**config.mk**
```make
export PLATFORM = sky130hd
export DESIGN_NAME = rename_map_unit
export DESIGN_NICKNAME = d
export VERILOG_FILES = /design/src/rtl/rename_map_unit.sv
export SDC_FILE = /design/constraint.sdc
export NUM_CORES = 1
export LEC_CHECK = 0
export CAP_MARGIN = 20
export CORE_UTILIZATION = 58
export CTS_BUF_LIST = sky130_fd_sc_hd__clkbuf_4 sky130_fd_sc_hd__clkbuf_8 sky130_fd_sc_hd__clkbuf_16
export CTS_CLUSTER_DIAMETER = 80
export DETAILED_ROUTE_END_ITERATION = 10
export HOLD_SLACK_MARGIN = 0.12
export PLACE_DENSITY = 0.78
export SYNTH_ARGS = -nofsm -noshare
export SYNTH_HDL_FRONTEND = slang
export SYNTH_SLANG_ARGS = --single-unit
```
**constraint.sdc**
```tcl
create_clock -name clk -period 4.7 [get_ports clk]
set_clock_uncertainty 0.15 [all_clocks]
set_input_delay 1.175 -clock clk [delete_from_list [all_inputs] [get_ports clk]]
set_output_delay 1.175 -clock clk [all_outputs]
set_load 0.02 [all_outputs]
```
**src/rtl/rename_map_unit.sv**
```systemverilog
// Register rename unit: speculative RAT, retirement RAT and a circular physical free list.
// Latency: rename lookups are combinational; RAT/free-list updates are visible next cycle.
// Backpressure: rename_ready drops when the free list is empty or during a flush; commit never stalls.
module rename_map_unit #(
  parameter int ARCH_REGS = 32,
  parameter int PHYS_REGS = 64,
  parameter int AREG_W    = $clog2(ARCH_REGS),
  parameter int PREG_W    = $clog2(PHYS_REGS)
) (
  input  logic              clk,
  input  logic              reset,
  input  logic              rename_valid,
  output logic              rename_ready,
  input  logic [AREG_W-1:0] arch_src1,
  input  logic [AREG_W-1:0] arch_src2,
  input  logic [AREG_W-1:0] arch_dest,
  input  logic              dest_en,
  output logic [PREG_W-1:0] phys_src1,
  output logic [PREG_W-1:0] phys_src2,
  output logic [PREG_W-1:0] phys_dest,
  output logic [PREG_W-1:0] old_phys_dest,
  input  logic              commit_valid,
  input  logic              commit_dest_en,
  input  logic [AREG_W-1:0] commit_arch_dest,
  input  logic [PREG_W-1:0] commit_phys_dest,
  input  logic [PREG_W-1:0] commit_old_phys,
  input  logic              flush,
  output logic [PREG_W:0]   free_count
);

  // Registers not mapped by the architectural state at reset.
  localparam int FREE_INIT = PHYS_REGS - ARCH_REGS;

  logic [PREG_W-1:0] r_spec_rat   [ARCH_REGS];
  logic [PREG_W-1:0] r_retire_rat [ARCH_REGS];
  logic [PREG_W-1:0] r_free_list  [PHYS_REGS];

  // Pointers carry one extra wrap bit so full and empty are distinguishable.
  logic [PREG_W:0] r_head;
  logic [PREG_W:0] r_tail;
  logic [PREG_W:0] r_retire_head;

  logic              w_alloc;
  logic              w_fire;
  logic              w_alloc_fire;
  logic              w_commit_fire;
  logic [PREG_W:0]   w_free_count;
  logic [PREG_W-1:0] w_head_entry;

  assign w_free_count  = r_tail - r_head;
  // Ready ignores commits in the same cycle: a freed register is usable only next cycle.
  assign rename_ready  = !flush && (w_free_count != '0);
  assign w_fire        = rename_valid && rename_ready;
  // Architectural register 0 is hardwired and never gets a new mapping.
  assign w_alloc       = dest_en && (arch_dest != '0);
  assign w_alloc_fire  = w_fire && w_alloc;
  assign w_commit_fire = commit_valid && commit_dest_en && (commit_arch_dest != '0);
  assign w_head_entry  = r_free_list[r_head[PREG_W-1:0]];

  // Lookups read pre-update state, so src == dest sees the old mapping.
  assign phys_src1     = r_spec_rat[arch_src1];
  assign phys_src2     = r_spec_rat[arch_src2];
  assign old_phys_dest = r_spec_rat[arch_dest];
  assign phys_dest     = w_alloc ? w_head_entry : '0;
  assign free_count    = w_free_count;

  // Speculative and retirement RATs; a flush copies the retirement RAT including this cycle's commit.
  always_ff @(posedge clk) begin
    if (!reset) begin
      for (int i = 0; i < ARCH_REGS; i++) begin
        r_spec_rat[i]   <= PREG_W'(i);
        r_retire_rat[i] <= PREG_W'(i);
      end
    end else begin
      if (w_commit_fire) begin
        r_retire_rat[commit_arch_dest] <= commit_phys_dest;
      end
      if (flush) begin
        for (int i = 0; i < ARCH_REGS; i++) begin
          r_spec_rat[i] <= (w_commit_fire && (commit_arch_dest == AREG_W'(i)))
                           ? commit_phys_dest : r_retire_rat[i];
        end
      end else if (w_alloc_fire) begin
        r_spec_rat[arch_dest] <= w_head_entry;
      end
    end
  end

  // Free list: allocation pops at head, commit pushes the displaced register at tail.
  // retire_head tracks head as seen by committed instructions, so a flush rewinds head to it.
  always_ff @(posedge clk) begin
    if (!reset) begin
      for (int i = 0; i < PHYS_REGS; i++) begin
        r_free_list[i] <= (i < FREE_INIT) ? PREG_W'(ARCH_REGS + i) : '0;
      end
      r_head        <= '0;
      r_retire_head <= '0;
      r_tail        <= (PREG_W+1)'(FREE_INIT);
    end else begin
      if (w_commit_fire) begin
        r_free_list[r_tail[PREG_W-1:0]] <= commit_old_phys;
        r_tail                          <= r_tail + 1'b1;
        r_retire_head                   <= r_retire_head + 1'b1;
      end
      if (flush) begin
        r_head <= w_commit_fire ? (r_retire_head + 1'b1) : r_retire_head;
      end else if (w_alloc_fire) begin
        r_head <= r_head + 1'b1;
      end
    end
  end

  // A commit can never push the free list beyond its capacity.
  a_free_list_no_overflow : assert property (@(posedge clk) disable iff (!reset)
    !(w_commit_fire && !w_alloc_fire && !flush &&
      (w_free_count == (PREG_W+1)'(PHYS_REGS))));

endmodule

```
==> results of run 1 <==
-- power groups by stage --
stage          Clock (µW)  Combinational (µW)  Sequential (µW)
2_1_floorplan           0                1270             8310
3_3_place_gp            0                1990             8520
3_5_place_dp            0                2030             8530
4_1_cts              6840                2080             8380
5_1_grt              7110                2230             8410
6_report             6870                2170             8430
-- worst reg2reg max path: stages (launching register included) --
cell       delay (ns)
dfxtp_1          0.34
inv_2            0.08
ha_1             0.21
fa_1             0.41
nand2b_4         0.17
a21oi_2          0.20
a2111oi_2        0.14
or4_4            0.57
buf_4            0.19
o21ai_4          0.57
o21ai_0          0.52
-- sequential cells by signal, indices dropped and copies added, names as in the netlist, named ones only --
| register | flops |
|---|---|
| r_spec_rat | 192 |
| r_free_list | 384 |
| r_retire_rat | 192 |
| r_retire_head | 7 |
| r_tail | 7 |
| r_head | 7 |
-- timing repair --
action | in CTS | in global routing
resized for setup | 44 | 23
buffers inserted | 6 | 10
cloned | 2 | 0
pin swaps | 3 | 6
setup endpoints to repair | 19 | 11
-- worst min-delay path by stage --
stage                        from                to  slack [ns]  depth (start not counted)
5_1_grt        r_retire_rat[0][0]  r_spec_rat[0][0]        0.44                          1
2_1_floorplan           r_head[4]              flop        0.34                          2
4_1_cts                 r_head[4]              flop        0.41                          2
6_report                r_head[4]              flop        0.41                          2
3_5_place_dp     r_retire_head[3]  r_retire_head[3]        0.39                          2
3_3_place_gp     r_retire_head[3]  r_retire_head[3]        0.38                          2
-- routing by layer --
layer,track usage (%),vias to the layer above
li1,-,12420
met1,52.31,15010
met2,53.11,2845
met3,14.46,403
met4,12.38,10
met5,0,-
-- final cells by class --
| cell class | count | area share (%) |
|---|---|---|
| inverter | 26 | 0.2060 |
| antenna | 2 | 0.01056 |
| tap | 940 | 2.483 |
| clock buffer | 93 | 4.617 |
| multi-input combinational | 2041 | 35.18 |
| sequential | 795 | 49.84 |
| clock inverter | 63 | 1.410 |
| timing repair buffer | 320 | 6.257 |
-- placed cells by master, fill, tap and decap left out, drive strengths merged, types with 6 or more instances in the layout --
| cell | synthesis | layout |
|---|---|---|
| edfxtp | 768 | 768 |
| nand2 | 295 | 295 |
| mux4 | 264 | 264 |
| buf | 69 | 257 |
| and2 | 207 | 207 |
| nor2 | 168 | 168 |
| mux2i | 141 | 141 |
| nor3 | 138 | 138 |
| o21ai | 137 | 137 |
| or3 | 103 | 103 |
| a21oi | 98 | 98 |
| clkbuf | 260 | 94 |
| o22ai | 75 | 75 |
| and3 | 66 | 66 |
| a22oi | 58 | 58 |
| nand3 | 43 | 43 |
| clkinv | 3 | 42 |
| clkdlybuf4s50 | 0 | 40 |
| inv | 23 | 31 |
| o211ai | 27 | 27 |
| nand2b | 27 | 27 |
| dfxtp | 27 | 27 |
| nor4 | 21 | 21 |
| or2 | 17 | 17 |
| dlygate4sd2 | 0 | 17 |
| mux2 | 16 | 16 |
| nand4 | 14 | 14 |
| a31oi | 14 | 14 |
| a221oi | 14 | 14 |
| nor2b | 12 | 12 |
| a32oi | 11 | 11 |
| bufinv | 0 | 11 |
| xor2 | 10 | 10 |
| xnor2 | 9 | 9 |
| ha | 9 | 9 |
| or4 | 7 | 7 |
| a22o | 6 | 6 |
| conb | 1 | 6 |
-- cell families after synthesis --
logic type / share of synthesized area (%)
simple gates: 13.92
flops: 56.90
compound gates: 6.787
mux: 18.17
buf+inv: 3.490
xor+xnor: 0.4012
fa+ha+maj: 0.3198
other cells: 0.009041
-- through the flow --
stage               worst slack (ns)  utilization (%)  cell area [µm²]
floorplan                    0.05702                -            41500
global placement             -0.1103            62.63            44080
detailed placement           -0.1329            62.63            44080
CTS                          -0.1837            67.02            47180
global route                -0.06064            67.30            47380
finish                      -0.03022            67.30            47380
==> impl_metrics.env, run 1 <==
export IMPL_status="finished with violations"
export IMPL_violations="negative setup slack"
export IMPL_worst_path_most_repeated_cell="buf_4"
export IMPL_routabilityCongestion=1.036
export IMPL_synthTopCellsByCount="edfxtp_1, nand2_1, mux4_2"
export IMPL_r2r_slack_ns=0.76
export IMPL_multi_input_area_um2=16670
export IMPL_nNetsFinal=3317
export IMPL_syn_to_final_growth_pct=14.22
export IMPL_grt_total_usage_pct=37.17
export IMPL_whs_ns=0.4080
export IMPL_grt_pass1_wl_mm=196.0
export IMPL_crit_chain="nor2b_2 > buf_4 > a22oi_1 > a21oi_1 > nor3_4 > buf_4 > nor2_1 > dlygate4sd2_1"
export IMPL_period_share_pct=100.6
export IMPL_drive_gt1_share_pct=22.44
export IMPL_cp_top_family="buffers and inverters"
export IMPL_met1_length_mm=48.81
export IMPL_drtIter0Drc=5177
export IMPL_max_stage_delay_ns=0.60
export IMPL_cts_sinks=795
export IMPL_dp_hpwl_mm=95.57
export IMPL_intPower_uw=12970
export IMPL_syn_inst=3186
export IMPL_port_buffers=70
export IMPL_grt_max_degree=166
export IMPL_path_max_fanout=10
export IMPL_nFillCells=4814
export IMPL_path_depth=8
export IMPL_ys_ff_latch=795
export IMPL_r2r_end="r_spec_rat[9][2]"
export IMPL_cp_end_kind="output pin"
export IMPL_vias=30690
export IMPL_die_x_um=269.4
export IMPL_tightest_slew_ns=1.086
export IMPL_dp_cells=4103
export IMPL_clockRootBuffer="clkbuf_16"
export IMPL_worstSetupEndpoint="phys_dest[3]"
export IMPL_synth_most_common_cell="edfxtp_1"
export IMPL_clkLatencyLatePin_ns=0.66
export IMPL_avgRoutedWirePerCell_um=32.02
export IMPL_yosysUniqueCellTypes=65
export IMPL_setup_viol=2
export IMPL_synthDominantCellAreaShare_pct=55.60
export IMPL_irDropWorstVdd_v=0.0003660
export IMPL_power_uw=17470
export IMPL_slowest_stage="dfxtp_1"
export IMPL_cts_tree="done"
export IMPL_p_per_area_nw_per_um2=368.7
export IMPL_initial_core_util_pct=58.92
export IMPL_num_rows=97
export IMPL_p_sw_share_pct=25.76
export IMPL_antenna_left=0
export IMPL_layout_min_cycle_time_ns=4.730
export IMPL_hold_buffers=0
export IMPL_h_tree_depth=3
export IMPL_min_path_type="flop to flop"
export IMPL_die_h_um=269.4
export IMPL_cts_buffers=84
export IMPL_final_hold_viol_count=0
export IMPL_clock_power_share_pct=39.3
export IMPL_critPathKind="flop to output pin"
export IMPL_core_area_um2=70390
export IMPL_dr_pass1_iters=8
export IMPL_rr_worst_depth=10
export IMPL_cts_buffer_depth=3
export IMPL_grt_pass1_vias=28880
export IMPL_ios=71
export IMPL_top_layer="met5"
export IMPL_syn_cell_area_um2=41480
export IMPL_p_leak_uw=0.01621
export IMPL_cap_viol_max_count=0
export IMPL_synth_edf_count=768
export IMPL_ys_warn_count=0
export IMPL_worst_path_buf_inv=3
export IMPL_worst_slack_ns=-0.03022
export IMPL_drc_errors=0
export IMPL_final_cells=4280
export IMPL_async_reset_ff_share_pct=0
export IMPL_vias_per_cell=7.171
export IMPL_max_slew_margin_pct=26.83
export IMPL_post_synth_cell_area_avg_um2=13.02
export IMPL_clk_pin_slew_ns=0.06
export IMPL_start_kind="flop"
export IMPL_synth_area_leaders="edfxtp_1, mux4_2, mux2i_1"
export IMPL_ys_flop_type="edfxtp_1"
export IMPL_die_area_um2=72590
export IMPL_r2r_start="r_tail[0]"
export IMPL_antenna_found_initial=9
export IMPL_cp_arrival_ns=3.41
export IMPL_synth_seq_area_share_pct=56.90
export IMPL_drt_total_wl_mm=137.1
export IMPL_cp_required_ns=3.38
export IMPL_met3_length_mm=24.06
export IMPL_setup_tns_ns=-0.05893
export IMPL_p_sw_uw=4500
export IMPL_finalMaxSlewViolations=0
export IMPL_regArea_um2=23610
export IMPL_pwr_share_seq_pct=48.3
export IMPL_met2_length_mm=58.80
export IMPL_overflow=0
export IMPL_p_comb_share_pct=12.4
export IMPL_yosys_area_top_type="edfxtp_1"
export IMPL_max_freq_mhz=211.4
(Power assumes the default switching activity.)
==> run 2: changes to the inputs <==
CTS_CLUSTER_SIZE = 12   (was not set)
==> run 2 against run 1 <==
  * The run still ends with negative setup slack left
  * Non-clock buffer count is 3 lower
  * Final area is 1.5% lower
  * First-iteration DRC count is 2.6% higher
  * Final cell count is 1.3% lower
  * Sequential cell count stayed put
  * Global-route usage is 0.34 points lower
  * Combinational power hardly changed
==> impl_metrics.env, run 2 (same netlist as run 1, synthesis figures left out) <==
export IMPL_cts_buffers=76
export IMPL_clkLatencyLatePin_ns=0.65
export IMPL_avgRoutedWirePerCell_um=31.98
export IMPL_largest_reg_flops=384
export IMPL_core_area_um2=70390
export IMPL_overflow=0
export IMPL_cp_arrival_ns=3.40
export IMPL_grt_setup_unrepaired="yes"
export IMPL_regMostFlops="r_free_list"
export IMPL_cts_sinks=795
export IMPL_tightest_slew_ns=1.080
export IMPL_grt_total_usage_pct=36.83
export IMPL_met1_length_mm=48.75
export IMPL_cap_viol_max_count=0
export IMPL_drive_gt1_share_pct=21.46
export IMPL_layout_min_cycle_time_ns=4.721
export IMPL_initial_core_util_pct=58.92
export IMPL_final_hold_viol_count=0
export IMPL_power_uw=16270
export IMPL_p_leak_uw=0.01585
export IMPL_syn_to_final_growth_pct=12.49
export IMPL_cp_end_kind="output pin"
export IMPL_vias=30530
export IMPL_cts_tree="done"
export IMPL_worst_slack_ns=-0.02137
export IMPL_met2_length_mm=57.77
export IMPL_drtIter0Drc=5313
export IMPL_hold_path_depth=2
export IMPL_top_layer="met5"
export IMPL_irDropWorstVdd_v=0.0002636
export IMPL_grt_max_degree=166
export IMPL_period_share_pct=100.5
export IMPL_grt_pass1_vias=28660
export IMPL_reg_top3="r_free_list x384, r_retire_rat x192, r_spec_rat x192"
export IMPL_antenna_found_initial=8
export IMPL_r2r_start="r_tail[0]"
export IMPL_die_h_um=269.4
export IMPL_die_area_um2=72590
export IMPL_antenna_left=0
export IMPL_port_buffers=70
export IMPL_drt_total_wl_mm=135.1
export IMPL_drc_errors=0
export IMPL_die_x_um=269.4
export IMPL_met3_length_mm=23.59
export IMPL_dp_hpwl_mm=95.57
export IMPL_cp_required_ns=3.38
export IMPL_start_kind="flop"
export IMPL_cts_buffer_depth=3
export IMPL_setup_viol=1
export IMPL_max_slew_margin_pct=27.23
export IMPL_status="finished with violations"
export IMPL_vias_per_cell=7.227
export IMPL_layout_commonest_cell="edfxtp_1"
export IMPL_rr_worst_depth=10
export IMPL_min_from="r_head[4]"
export IMPL_routabilityCongestion=1.036
export IMPL_ios=71
export IMPL_min_path_type="flop to flop"
export IMPL_critPathKind="flop to output pin"
export IMPL_path_max_fanout=8
export IMPL_hold_buffers=0
export IMPL_layout_common_cells="edfxtp_1, nand2_1, mux4_2, buf_4, and2_1"
export IMPL_r2r_slack_ns=0.76
export IMPL_clk_pin_slew_ns=0.06
export IMPL_num_rows=97
export IMPL_r2r_end="r_spec_rat[5][1]"
export IMPL_p_per_area_nw_per_um2=348.6
export IMPL_finalMaxSlewViolations=0
export IMPL_h_tree_depth=3
export IMPL_max_freq_mhz=211.8
export IMPL_grt_pass1_wl_mm=194.4
export IMPL_nNetsFinal=3306
export IMPL_clockRootBuffer="clkbuf_16"
export IMPL_dr_pass1_iters=9
export IMPL_setup_tns_ns=-0.02137
export IMPL_violations="negative setup slack"
-- run 2: where the power goes --
| part | internal (µW) | switching [µW] |
|---|---|---|
| Combinational | 875 | 1280 |
| Clock | 3090 | 2600 |
| Sequential | 8080 | 341 |
-- run 2: final cells by class --
class / count / area [µm²]
sequential: 795 / 23610
antenna: 4 / 10.01
fill: 4921 / 23730
clock inverter: 6 / 121.4
tap: 940 / 1176
inverter: 26 / 97.59
timing repair buffer: 317 / 2933
multi-input combinational: 2041 / 16650
clock buffer: 95 / 2062
-- run 2: how the worst max path moves through the flow --
stage                 start            to  cells past startpoint  slack, ns
2_1_floorplan  arch_src1[0]  phys_src1[0]                      5       0.06
6_report               flop  phys_dest[0]                      6      -0.02
3_3_place_gp   arch_src1[0]  phys_src1[1]                      6      -0.11
3_5_place_dp   arch_src2[0]  phys_src2[2]                      6      -0.13
4_1_cts                flop  phys_dest[0]                      9      0.005
5_1_grt                flop  phys_dest[0]                      8      -0.01
-- run 2: metrics by stage --
stage / cell area (µm²) / hold WS [ns] / util, % / cells / setup WS [ns]
3_3_place_gp: 44080 / 0.3832 / 62.63 / 4103 / -0.1103
2_1_floorplan: 41500 / 0.3405 / - / 3191 / 0.05702
3_5_place_dp: 44080 / 0.3935 / 62.63 / 4103 / -0.1329
4_1_cts: 46490 / 0.4066 / 66.05 / 4212 / 0.004793
6_report: 46660 / 0.3999 / 66.29 / 4224 / -0.02137
5_1_grt: 46660 / 0.4348 / 66.28 / 4223 / -0.01074
-- run 2: per-layer routing --
metal	track usage, %	vias up
met5	0	-
met4	11.93	2
met3	13.80	364
met2	52.20	2743
met1	52.72	15060
li1	-	12350
-- run 2: worst max-delay path, stage by stage (launching register included) --
cell,delay [ns]
dfxtp_1,0.69
nor2b_1,0.68
a22oi_1,0.29
nand3_1,0.19
nand3_2,0.28
nor2_1,0.25
dlygate4sd2_1,0.38
-- run 2: what timing repair did --
item                       4_1_cts  5_1_grt
buffers inserted                 6        7
pin swaps                        3        4
gates cloned                     2        0
resized for setup               45       16
setup endpoints to repair       19        9
